===== src/rtl/vp_recovery_unit_pkg.sv =====
// ---------------------------------------------------------------------------
// vp_recovery_unit_pkg
// Shared definitions for the value-prediction recovery unit: address/data
// widths, the recovery FSM state encoding, the undo-log entry layout and a
// helper that computes the fall-through PC used for the fetch redirect.
// No ports (package).
// ---------------------------------------------------------------------------
`ifndef ADDR_WIDTH
`define ADDR_WIDTH 32
`endif
`ifndef DATA_WIDTH
`define DATA_WIDTH 32
`endif

package vp_recovery_unit_pkg;

  localparam int ADDR_W = `ADDR_WIDTH;
  localparam int DATA_W = `DATA_WIDTH;
  localparam int REG_W  = 5;

  typedef enum logic [2:0] {
    ST_IDLE   = 3'd0,
    ST_SPEC   = 3'd1,
    ST_FLUSH  = 3'd2,
    ST_REWIND = 3'd3,
    ST_FINISH = 3'd4
  } vp_state_e;

  typedef struct packed {
    logic [REG_W-1:0]  rd;
    logic [DATA_W-1:0] data;
  } log_entry_t;

  // Execution resumes at the instruction following the mispredicted load.
  function automatic logic [ADDR_W-1:0] next_pc(input logic [ADDR_W-1:0] pc);
    return pc + ADDR_W'(4);
  endfunction

endpackage


===== src/rtl/vp_recovery_unit_if.sv =====
// ---------------------------------------------------------------------------
// vp_recovery_unit_if
// Bundles the pipeline-facing signals of the recovery unit.
//   Requests : spec_start/spec_pc, wb_valid/wb_rd/wb_old_data,
//              en_recover, vp_done
//   Responses: restore_valid/rd/data, flush, redirect_valid/pc,
//              recovery_done, spec_stall, busy, overflow_err
//              (+ recover_cnt/confirm_cnt when VP_RECOVERY_STATS_EN)
// modport slave  : the recovery unit
// modport master : the pipeline / testbench driving it
// ---------------------------------------------------------------------------
interface vp_recovery_unit_if;
  import vp_recovery_unit_pkg::*;

  logic              spec_start;
  logic [ADDR_W-1:0] spec_pc;
  logic              wb_valid;
  logic [REG_W-1:0]  wb_rd;
  logic [DATA_W-1:0] wb_old_data;
  logic              en_recover;
  logic              vp_done;

  logic              restore_valid;
  logic [REG_W-1:0]  restore_rd;
  logic [DATA_W-1:0] restore_data;
  logic              flush;
  logic              redirect_valid;
  logic [ADDR_W-1:0] redirect_pc;
  logic              recovery_done;
  logic              spec_stall;
  logic              busy;
  logic              overflow_err;
`ifdef VP_RECOVERY_STATS_EN
  logic [31:0]       recover_cnt;
  logic [31:0]       confirm_cnt;
`endif

  modport slave (
    input  spec_start, spec_pc, wb_valid, wb_rd, wb_old_data, en_recover, vp_done,
    output restore_valid, restore_rd, restore_data, flush, redirect_valid,
           redirect_pc, recovery_done, spec_stall, busy, overflow_err
`ifdef VP_RECOVERY_STATS_EN
    , output recover_cnt, confirm_cnt
`endif
  );

  modport master (
    output spec_start, spec_pc, wb_valid, wb_rd, wb_old_data, en_recover, vp_done,
    input  restore_valid, restore_rd, restore_data, flush, redirect_valid,
           redirect_pc, recovery_done, spec_stall, busy, overflow_err
`ifdef VP_RECOVERY_STATS_EN
    , input recover_cnt, confirm_cnt
`endif
  );

endinterface


===== src/rtl/vp_recovery_unit_undo_log.sv =====
// ---------------------------------------------------------------------------
// vp_undo_log
// LIFO of {rd, old data} entries recorded during speculation.
//   clk, rst   : clock, async active-high reset (empties the log)
//   clr        : synchronous discard of all entries (wins over push/pop)
//   push/push_entry : append an entry; ignored when full
//   pop        : remove the newest entry; ignored when empty
//   top_entry  : newest entry (zero when empty)
//   full/empty/count : occupancy
// ---------------------------------------------------------------------------
module vp_undo_log
  import vp_recovery_unit_pkg::*;
#(
  parameter int DEPTH = 8,
  localparam int CNT_W = $clog2(DEPTH) + 1
) (
  input  logic             clk,
  input  logic             rst,
  input  logic             clr,
  input  logic             push,
  input  log_entry_t       push_entry,
  input  logic             pop,
  output log_entry_t       top_entry,
  output logic             full,
  output logic             empty,
  output logic [CNT_W-1:0] count
);

  localparam int IDX_W = $clog2(DEPTH);

  log_entry_t       mem_q [DEPTH];
  logic [CNT_W-1:0] cnt_q, cnt_d;
  logic             wr_en;
  logic [IDX_W-1:0] top_idx;

  assign full    = (cnt_q == CNT_W'(DEPTH));
  assign empty   = (cnt_q == CNT_W'(0));
  assign count   = cnt_q;
  assign wr_en   = push && !full && !clr;
  assign top_idx = IDX_W'(cnt_q - CNT_W'(1));

  // Occupancy update: clear beats push, push beats pop.
  always_comb begin
    cnt_d = cnt_q;
    if (clr) begin
      cnt_d = CNT_W'(0);
    end else if (wr_en) begin
      cnt_d = cnt_q + CNT_W'(1);
    end else if (pop && !empty) begin
      cnt_d = cnt_q - CNT_W'(1);
    end else begin
      cnt_d = cnt_q;
    end
  end

  // Occupancy register.
  always_ff @(posedge clk or posedge rst) begin
    if (rst) begin
      cnt_q <= CNT_W'(0);
    end else begin
      cnt_q <= cnt_d;
    end
  end

  // Entry storage; contents are only meaningful below the count, so no reset.
  always_ff @(posedge clk) begin
    if (wr_en) begin
      mem_q[cnt_q[IDX_W-1:0]] <= push_entry;
    end
  end

  // Newest entry, forced to zero when nothing is stored.
  always_comb begin
    if (empty) begin
      top_entry = '0;
    end else begin
      top_entry = mem_q[top_idx];
    end
  end

endmodule


===== src/rtl/vp_recovery_unit.sv =====
// ---------------------------------------------------------------------------
// vp_recovery_unit
// Recovers architectural register state after a load value misprediction.
// While speculating it logs the pre-write value of every register write;
// on a mismatch it flushes, replays the log newest-first through the
// regfile undo port, then redirects fetch to the load PC + 4.
//   clk : clock (rising edge)
//   rst : asynchronous active-high reset
//   bus : vp_recovery_unit_if.slave (requests in, restore/redirect out)
// Parameter LOG_DEPTH : undo-log entries (power of two, 2..32).
// Optional macro VP_RECOVERY_STATS_EN adds saturating recover_cnt /
// confirm_cnt event counters on the interface.
// ---------------------------------------------------------------------------
module vp_recovery_unit
  import vp_recovery_unit_pkg::*;
#(
  parameter int LOG_DEPTH = 8
) (
  input  logic                 clk,
  input  logic                 rst,
  vp_recovery_unit_if.slave    bus
);

  localparam int CNT_W = $clog2(LOG_DEPTH) + 1;

  vp_state_e         state_q, state_d;
  logic [ADDR_W-1:0] pc_q, pc_d;
  logic              ovf_q, ovf_d;

  logic              log_clr, log_push, log_pop;
  logic              log_full, log_empty;
  logic [CNT_W-1:0]  log_count;
  log_entry_t        log_top, log_wr;

  assign log_wr = '{rd: bus.wb_rd, data: bus.wb_old_data};

  vp_undo_log #(.DEPTH(LOG_DEPTH)) u_log (
    .clk        (clk),
    .rst        (rst),
    .clr        (log_clr),
    .push       (log_push),
    .push_entry (log_wr),
    .pop        (log_pop),
    .top_entry  (log_top),
    .full       (log_full),
    .empty      (log_empty),
    .count      (log_count)
  );

  // State, latched load PC and sticky overflow flag.
  always_ff @(posedge clk or posedge rst) begin
    if (rst) begin
      state_q <= ST_IDLE;
      pc_q    <= '0;
      ovf_q   <= 1'b0;
    end else begin
      state_q <= state_d;
      pc_q    <= pc_d;
      ovf_q   <= ovf_d;
    end
  end

  // Next state and log control.
  always_comb begin
    state_d  = state_q;
    pc_d     = pc_q;
    ovf_d    = ovf_q;
    log_clr  = 1'b0;
    log_push = 1'b0;
    log_pop  = 1'b0;
    case (state_q)
      ST_IDLE: begin
        if (bus.spec_start) begin
          state_d = ST_SPEC;
          pc_d    = bus.spec_pc;
          log_clr = 1'b1;
        end else begin
          state_d = ST_IDLE;
        end
      end
      ST_SPEC: begin
        // r0 is hardwired, so its writes never need undoing.
        if (bus.wb_valid && (bus.wb_rd != 5'd0)) begin
          if (log_full) begin
            ovf_d = 1'b1;
          end else begin
            log_push = 1'b1;
          end
        end else begin
          log_push = 1'b0;
        end
        // A mismatch outranks a simultaneous confirmation.
        if (bus.en_recover) begin
          state_d = ST_FLUSH;
        end else if (bus.vp_done) begin
          state_d = ST_IDLE;
          log_clr = 1'b1;
        end else begin
          state_d = ST_SPEC;
        end
      end
      ST_FLUSH: begin
        if (log_empty) begin
          state_d = ST_FINISH;
        end else begin
          state_d = ST_REWIND;
        end
      end
      ST_REWIND: begin
        log_pop = 1'b1;
        if (log_count <= CNT_W'(1)) begin
          state_d = ST_FINISH;
        end else begin
          state_d = ST_REWIND;
        end
      end
      ST_FINISH: begin
        state_d = ST_IDLE;
      end
      default: begin
        state_d = ST_IDLE;
      end
    endcase
  end

  // Outputs decoded from the state flops so reset clears them immediately.
  always_comb begin
    bus.busy           = (state_q != ST_IDLE);
    bus.flush          = (state_q == ST_FLUSH);
    bus.recovery_done  = (state_q == ST_FINISH);
    bus.redirect_valid = (state_q == ST_FINISH);
    bus.spec_stall     = (state_q == ST_SPEC) && log_full;
    bus.overflow_err   = ovf_q;
    if (state_q == ST_REWIND) begin
      bus.restore_valid = 1'b1;
      bus.restore_rd    = log_top.rd;
      bus.restore_data  = log_top.data;
    end else begin
      bus.restore_valid = 1'b0;
      bus.restore_rd    = 5'd0;
      bus.restore_data  = '0;
    end
    if (state_q == ST_FINISH) begin
      bus.redirect_pc = next_pc(pc_q);
    end else begin
      bus.redirect_pc = '0;
    end
  end

`ifdef VP_RECOVERY_STATS_EN
  logic [31:0] rec_cnt_q, rec_cnt_d;
  logic [31:0] conf_cnt_q, conf_cnt_d;

  // Saturating event counters: FINISH entries and confirmations in SPEC.
  always_comb begin
    rec_cnt_d  = rec_cnt_q;
    conf_cnt_d = conf_cnt_q;
    if ((state_d == ST_FINISH) && (state_q != ST_FINISH) && (rec_cnt_q != 32'hFFFF_FFFF)) begin
      rec_cnt_d = rec_cnt_q + 32'd1;
    end else begin
      rec_cnt_d = rec_cnt_q;
    end
    if ((state_q == ST_SPEC) && bus.vp_done && !bus.en_recover && (conf_cnt_q != 32'hFFFF_FFFF)) begin
      conf_cnt_d = conf_cnt_q + 32'd1;
    end else begin
      conf_cnt_d = conf_cnt_q;
    end
  end

  // Counter registers.
  always_ff @(posedge clk or posedge rst) begin
    if (rst) begin
      rec_cnt_q  <= 32'd0;
      conf_cnt_q <= 32'd0;
    end else begin
      rec_cnt_q  <= rec_cnt_d;
      conf_cnt_q <= conf_cnt_d;
    end
  end

  assign bus.recover_cnt = rec_cnt_q;
  assign bus.confirm_cnt = conf_cnt_q;
`endif

endmodule

===== src/flat_wrapper.sv =====
// flat-port wrapper written by rule: the top's interface ports become plain ports
module vp_recovery_unit_flat import vp_recovery_unit_pkg::*;
#(
  parameter int LOG_DEPTH = 8
)
  (clk, rst, bus_spec_start, bus_spec_pc, bus_wb_valid, bus_wb_rd, bus_wb_old_data, bus_en_recover, bus_vp_done, bus_restore_valid, bus_restore_rd, bus_restore_data, bus_flush, bus_redirect_valid, bus_redirect_pc, bus_recovery_done, bus_spec_stall, bus_busy, bus_overflow_err);
  vp_recovery_unit_if bus_i ();
  input  logic clk;
  input  logic rst;
  input wire logic [$bits(bus_i.spec_start)-1:0] bus_spec_start;
  input wire logic [$bits(bus_i.spec_pc)-1:0] bus_spec_pc;
  input wire logic [$bits(bus_i.wb_valid)-1:0] bus_wb_valid;
  input wire logic [$bits(bus_i.wb_rd)-1:0] bus_wb_rd;
  input wire logic [$bits(bus_i.wb_old_data)-1:0] bus_wb_old_data;
  input wire logic [$bits(bus_i.en_recover)-1:0] bus_en_recover;
  input wire logic [$bits(bus_i.vp_done)-1:0] bus_vp_done;
  output wire logic [$bits(bus_i.restore_valid)-1:0] bus_restore_valid;
  output wire logic [$bits(bus_i.restore_rd)-1:0] bus_restore_rd;
  output wire logic [$bits(bus_i.restore_data)-1:0] bus_restore_data;
  output wire logic [$bits(bus_i.flush)-1:0] bus_flush;
  output wire logic [$bits(bus_i.redirect_valid)-1:0] bus_redirect_valid;
  output wire logic [$bits(bus_i.redirect_pc)-1:0] bus_redirect_pc;
  output wire logic [$bits(bus_i.recovery_done)-1:0] bus_recovery_done;
  output wire logic [$bits(bus_i.spec_stall)-1:0] bus_spec_stall;
  output wire logic [$bits(bus_i.busy)-1:0] bus_busy;
  output wire logic [$bits(bus_i.overflow_err)-1:0] bus_overflow_err;
  assign bus_i.spec_start = bus_spec_start;
  assign bus_i.spec_pc = bus_spec_pc;
  assign bus_i.wb_valid = bus_wb_valid;
  assign bus_i.wb_rd = bus_wb_rd;
  assign bus_i.wb_old_data = bus_wb_old_data;
  assign bus_i.en_recover = bus_en_recover;
  assign bus_i.vp_done = bus_vp_done;
  assign bus_restore_valid = bus_i.restore_valid;
  assign bus_restore_rd = bus_i.restore_rd;
  assign bus_restore_data = bus_i.restore_data;
  assign bus_flush = bus_i.flush;
  assign bus_redirect_valid = bus_i.redirect_valid;
  assign bus_redirect_pc = bus_i.redirect_pc;
  assign bus_recovery_done = bus_i.recovery_done;
  assign bus_spec_stall = bus_i.spec_stall;
  assign bus_busy = bus_i.busy;
  assign bus_overflow_err = bus_i.overflow_err;
  vp_recovery_unit #(.LOG_DEPTH(LOG_DEPTH)) u_core (.clk(clk), .rst(rst), .bus(bus_i));
endmodule

===== config.mk =====
export PLATFORM = sky130hd
export DESIGN_NAME = vp_recovery_unit_flat
export DESIGN_NICKNAME = d
export VERILOG_FILES = /design/src/rtl/vp_recovery_unit_pkg.sv /design/src/rtl/vp_recovery_unit_if.sv /design/src/rtl/vp_recovery_unit_undo_log.sv /design/src/rtl/vp_recovery_unit.sv /design/src/flat_wrapper.sv
export SDC_FILE = /design/constraint.sdc
export NUM_CORES = 1
export LEC_CHECK = 0
export CORE_ASPECT_RATIO = 2
export CORE_UTILIZATION = 61
export CTS_CLUSTER_DIAMETER = 120
export DETAILED_ROUTE_END_ITERATION = 10
export HOLD_SLACK_MARGIN = 0.08
export PLACE_DENSITY = 0.88
export SETUP_SLACK_MARGIN = 0.5
export SKIP_CTS_REPAIR_TIMING = 1
export SLEW_MARGIN = 20
export SYNTH_ARGS = -nofsm -noshare
export SYNTH_HDL_FRONTEND = slang
export SYNTH_HIERARCHICAL = 1
export SYNTH_SLANG_ARGS = --single-unit

===== constraint.sdc =====
create_clock -name clk -period 8.6 [get_ports clk]
set_clock_uncertainty 0.15 [all_clocks]
set_input_delay 1.29 -clock clk [delete_from_list [all_inputs] [get_ports clk]]
set_output_delay 1.29 -clock clk [all_outputs]
set_load 0.05 [all_outputs]

==> results.cfg <==
[clock_tree]
clk-insertion-delay-late_ns = 0.56
tritoncts = yes
root_buffer = clkbuf_16
ctsHtreeMaxLevel = 1
clock_sink_count = 336
clock_path_buffers = 3
clkTransAtPathRegs_ns = 0.07
numCtsBuffers = 28

[worst_setup_path]
crit_type = reg -> out
start_kind = register
critical_path.reg2reg.startpoint = u_core/u_log/count[0]
critical_path.endpoint_type = primary output
crit_path_max_fanout = 77
cp.required_ns = 7.16
r2r_cells = 9
r2r-end = u_core/u_log/mem_q[0][19]
crit_arrival_ns = 4.39
cp-startpoint = u_core/u_log/count[0]
ff2ff_setup_slack_ns = 4.24

[sta]
worstMarginPinSlew_ns = 1.11
final_ws_setup_ns = 2.77
period_utilization_pct = 67.8
setup_viol = 0
maximum_clock_frequency_mhz = 172
timing_hold_violations_final = 0
timing.final.crit_period_ns = 5.83
rsz0062_at_grt = false
timing.setup.tns_ns = 0
timing.final.max_slew_violations = 0
slew_headroom_pct = 25.9

[grt]
number_of_antenna_violations_at_the_first_check_in_global_routing = 1
grt_util_all_layers_pct = 26.3
first_global_vias = 8261
grt_start_max_net_pins = 78
grt.overflow.total = 0
grt_pass1_wl_mm = 46.1

[floorplanning]
dieHeight_microns = 219
floorplan.die_area_sq_um = 24200
design.portCount = 151
num_rows = 79
initial_utilization_pct = 62.0
core_area_sq_um = 23100
die_width_microns = 110

[power]
combPwrFrac_pct = 34.2
peakVddDrop_mv = 0.258
p_per_area_nw_per_um2 = 296
clkPwrFrac_pct = 23.8
p_sw_w = 0.00178
cell_internal_pwr_w = 0.00324
seqPwrFrac_pct = 42.0
p_sw_share_pct = 35.5
total_leakage_power_nw = 5.44
total_power_w = 0.00502

[worst_hold_path]
hold_path_startpoint = u_core/pc_q[1]
worstHoldPathType = reg -> reg
min_path_cells = 1
timing.hold.worst_endpoint = u_core/pc_q[1]

[cells_and_area]
multi_input_area_sq_um = 4180
fillerInstances = 1384
final_layout_size_suffix_gt1_share_pct = 23.9
sequential_cell_area_sq_um = 9890
nets = 1070
areaGrowthSynthToFinish_pct = 18.3

[yosys]
synth.yosys.seq_area_share_pct = 69.0
synth_cells = 850
netlist.area_leader.share_pct = 62.0
synthesis.nets = 928
syn-cell-area_sq_um = 14300
synth_async_sr_flop_share_pct = 11.9
synth.lib_cells_used.distinct = 50
synth-edff-count = 296
synth.avg_cell_area_sq_um = 16.9
synthTopCellsByArea = edfxtp_1 (62%), mux4_2 (12%), dfrtp_1 (7.0%), mux2_2 (2.3%), a21oi_2 (1.8%)
yosys.area.top_type = edfxtp_1
ys.warnings.count = 6
synth_flop_cell = edfxtp_1
ys_seq_elements = 336

[placed_design]
globalplace.congestion = 0.760
place.detailed.hpwl_mm = 17.6
numPortBuffers = 150
post_place_setup_slack_ns = 3.40

[drt]
total_routed_length_mm = 30.5
viasPerCell = 6.31
wl_per_cell_microns = 23.5
route.vias.total = 8184
drt-initial-drc-count = 629
drc = 0
drt_pre_antenna_iters = 5
drt.antenna.violating_nets = 0

[status]
status = finished, final reports clean

[job]
max-cap-violations = 0
-- stage by stage --
| step | area, sq um | hold WS [ns] | utilization, % | instances |
|---|---|---|---|---|
| 2_1_floorplan | 14300 | 0.323 | - | 850 |
| 3_3_place_gp | 16100 | 0.332 | 69.5 | 1245 |
| 3_5_place_dp | 16100 | 0.340 | 69.5 | 1245 |
| 4_1_cts | 17000 | 0.356 | 73.3 | 1297 |
| 5_1_grt | 17000 | 0.368 | 73.3 | 1298 |
| 6_report | 17000 | 0.355 | 73.3 | 1298 |
-- cells in the mapped netlist (2+ instances only) --
library cell	instances
nor2b_1	5
mux2_2	29
nand4_1	7
buf_12	3
nand3b_1	2
nand3_1	12
buf_4	7
a21oi_2	30
o21ai_0	16
buf_2	16
edfxtp_1	296
mux4_2	74
inv_2	2
xnor2_1	8
o31ai_1	9
nor4_1	4
nand2_1	67
inv_1	13
or3_1	11
clkbuf_1	25
nand2_2	30
nor3b_1	5
a21oi_1	29
ha_1	3
mux2i_1	3
nor2_1	21
xor2_1	2
dfrtp_1	40
nor3_1	10
and2_1	38
and3_1	3
or4_1	12
-- cell families after synthesis --
kind of cell	synth area share (%)
compound gates	4.44
xor+xnor	0.917
fa+ha+maj	0.262
buf+inv	2.39
flops	69.0
mux	14.2
simple gates	8.78
-- worst max-delay path: stages, from the launching register on --
cell and delay [ns]:
dfrtp_4 0.84, inv_2 0.14, ha_4 1.01, mux4_2 0.39, nand2_1 0.06, a21oi_1 0.26, and2_1 0.17, clkdlybuf4s50_1 0.84
-- sequential cells by signal, indices dropped and copies added, names as in the netlist --
name,cells
u_core/pc_q,32
u_core/state_q,3
u_core/u_log/count,4
u_core/u_log/mem_q,296
u_core/bus.overflow_err,1
-- metal layers --
metal / routed length [microns] / global-route usage (%)
met1: 10700 / 30.7
met2: 16700 / 47.5
met3: 2250 / 4.10
met4: 862 / 10.4
met5: 0 / 0
-- worst max path at each step --
| stage | cells past startpoint | slack, ns | endpoint |
|---|---|---|---|
| after CTS | 7 | 2.75 | bus_restore_rd[4] |
| after floorplan | 13 | 3.20 | u_core/u_log/mem_q[0][0] |
| after global placement | 7 | 3.40 | bus_restore_data[4] |
| final | 7 | 2.77 | bus_restore_rd[4] |
| after detailed placement | 7 | 3.40 | bus_restore_data[7] |
| after global routing | 7 | 2.56 | bus_restore_rd[4] |
-- power by group through the flow --
stage,clock (W),combinational [W],sequential [W]
after detailed placement,0,0.00172,0.00214
after floorplan,0,0.00133,0.00207
final,0.00120,0.00172,0.00211
after global routing,0.00128,0.00184,0.00213
after CTS,0.00122,0.00173,0.00211
after global placement,0,0.00169,0.00213
-- final cells by class --
cell class	instances	share of cell area, %
Sequential cell	336	58.4
Multi-Input combinational cell	448	24.7
Timing Repair Buffer	163	9.43
Clock buffer	30	4.18
Tap cell	283	2.09
Clock inverter	22	0.915
Inverter	15	0.332
Antenna cell	1	0.0148
-- cell usage in the layout (no fill, tap or decap), types with 5 or more instances in the layout --
master,Yosys,layout
clkinv_2,0,9
nor3_1,10,8
edfxtp_1,296,296
dfrtp_1,40,39
and2_1,38,38
nor2_1,21,16
clkbuf_16,0,28
nand2_2,30,30
mux4_2,74,74
nor2b_1,5,5
nand2_1,67,67
o31ai_1,9,9
inv_1,13,13
clkinv_1,0,5
nor3b_1,5,5
xnor2_1,8,8
mux2_2,29,29
buf_4,7,13
or4_1,12,12
nand4_1,7,7
a21oi_1,29,29
o21ai_0,16,16
nand3_1,12,12
a21oi_2,30,30
or3_1,11,11
clkdlybuf4s50_1,0,150
nor2_4,0,5
Power figures use the tool's default switching activity.
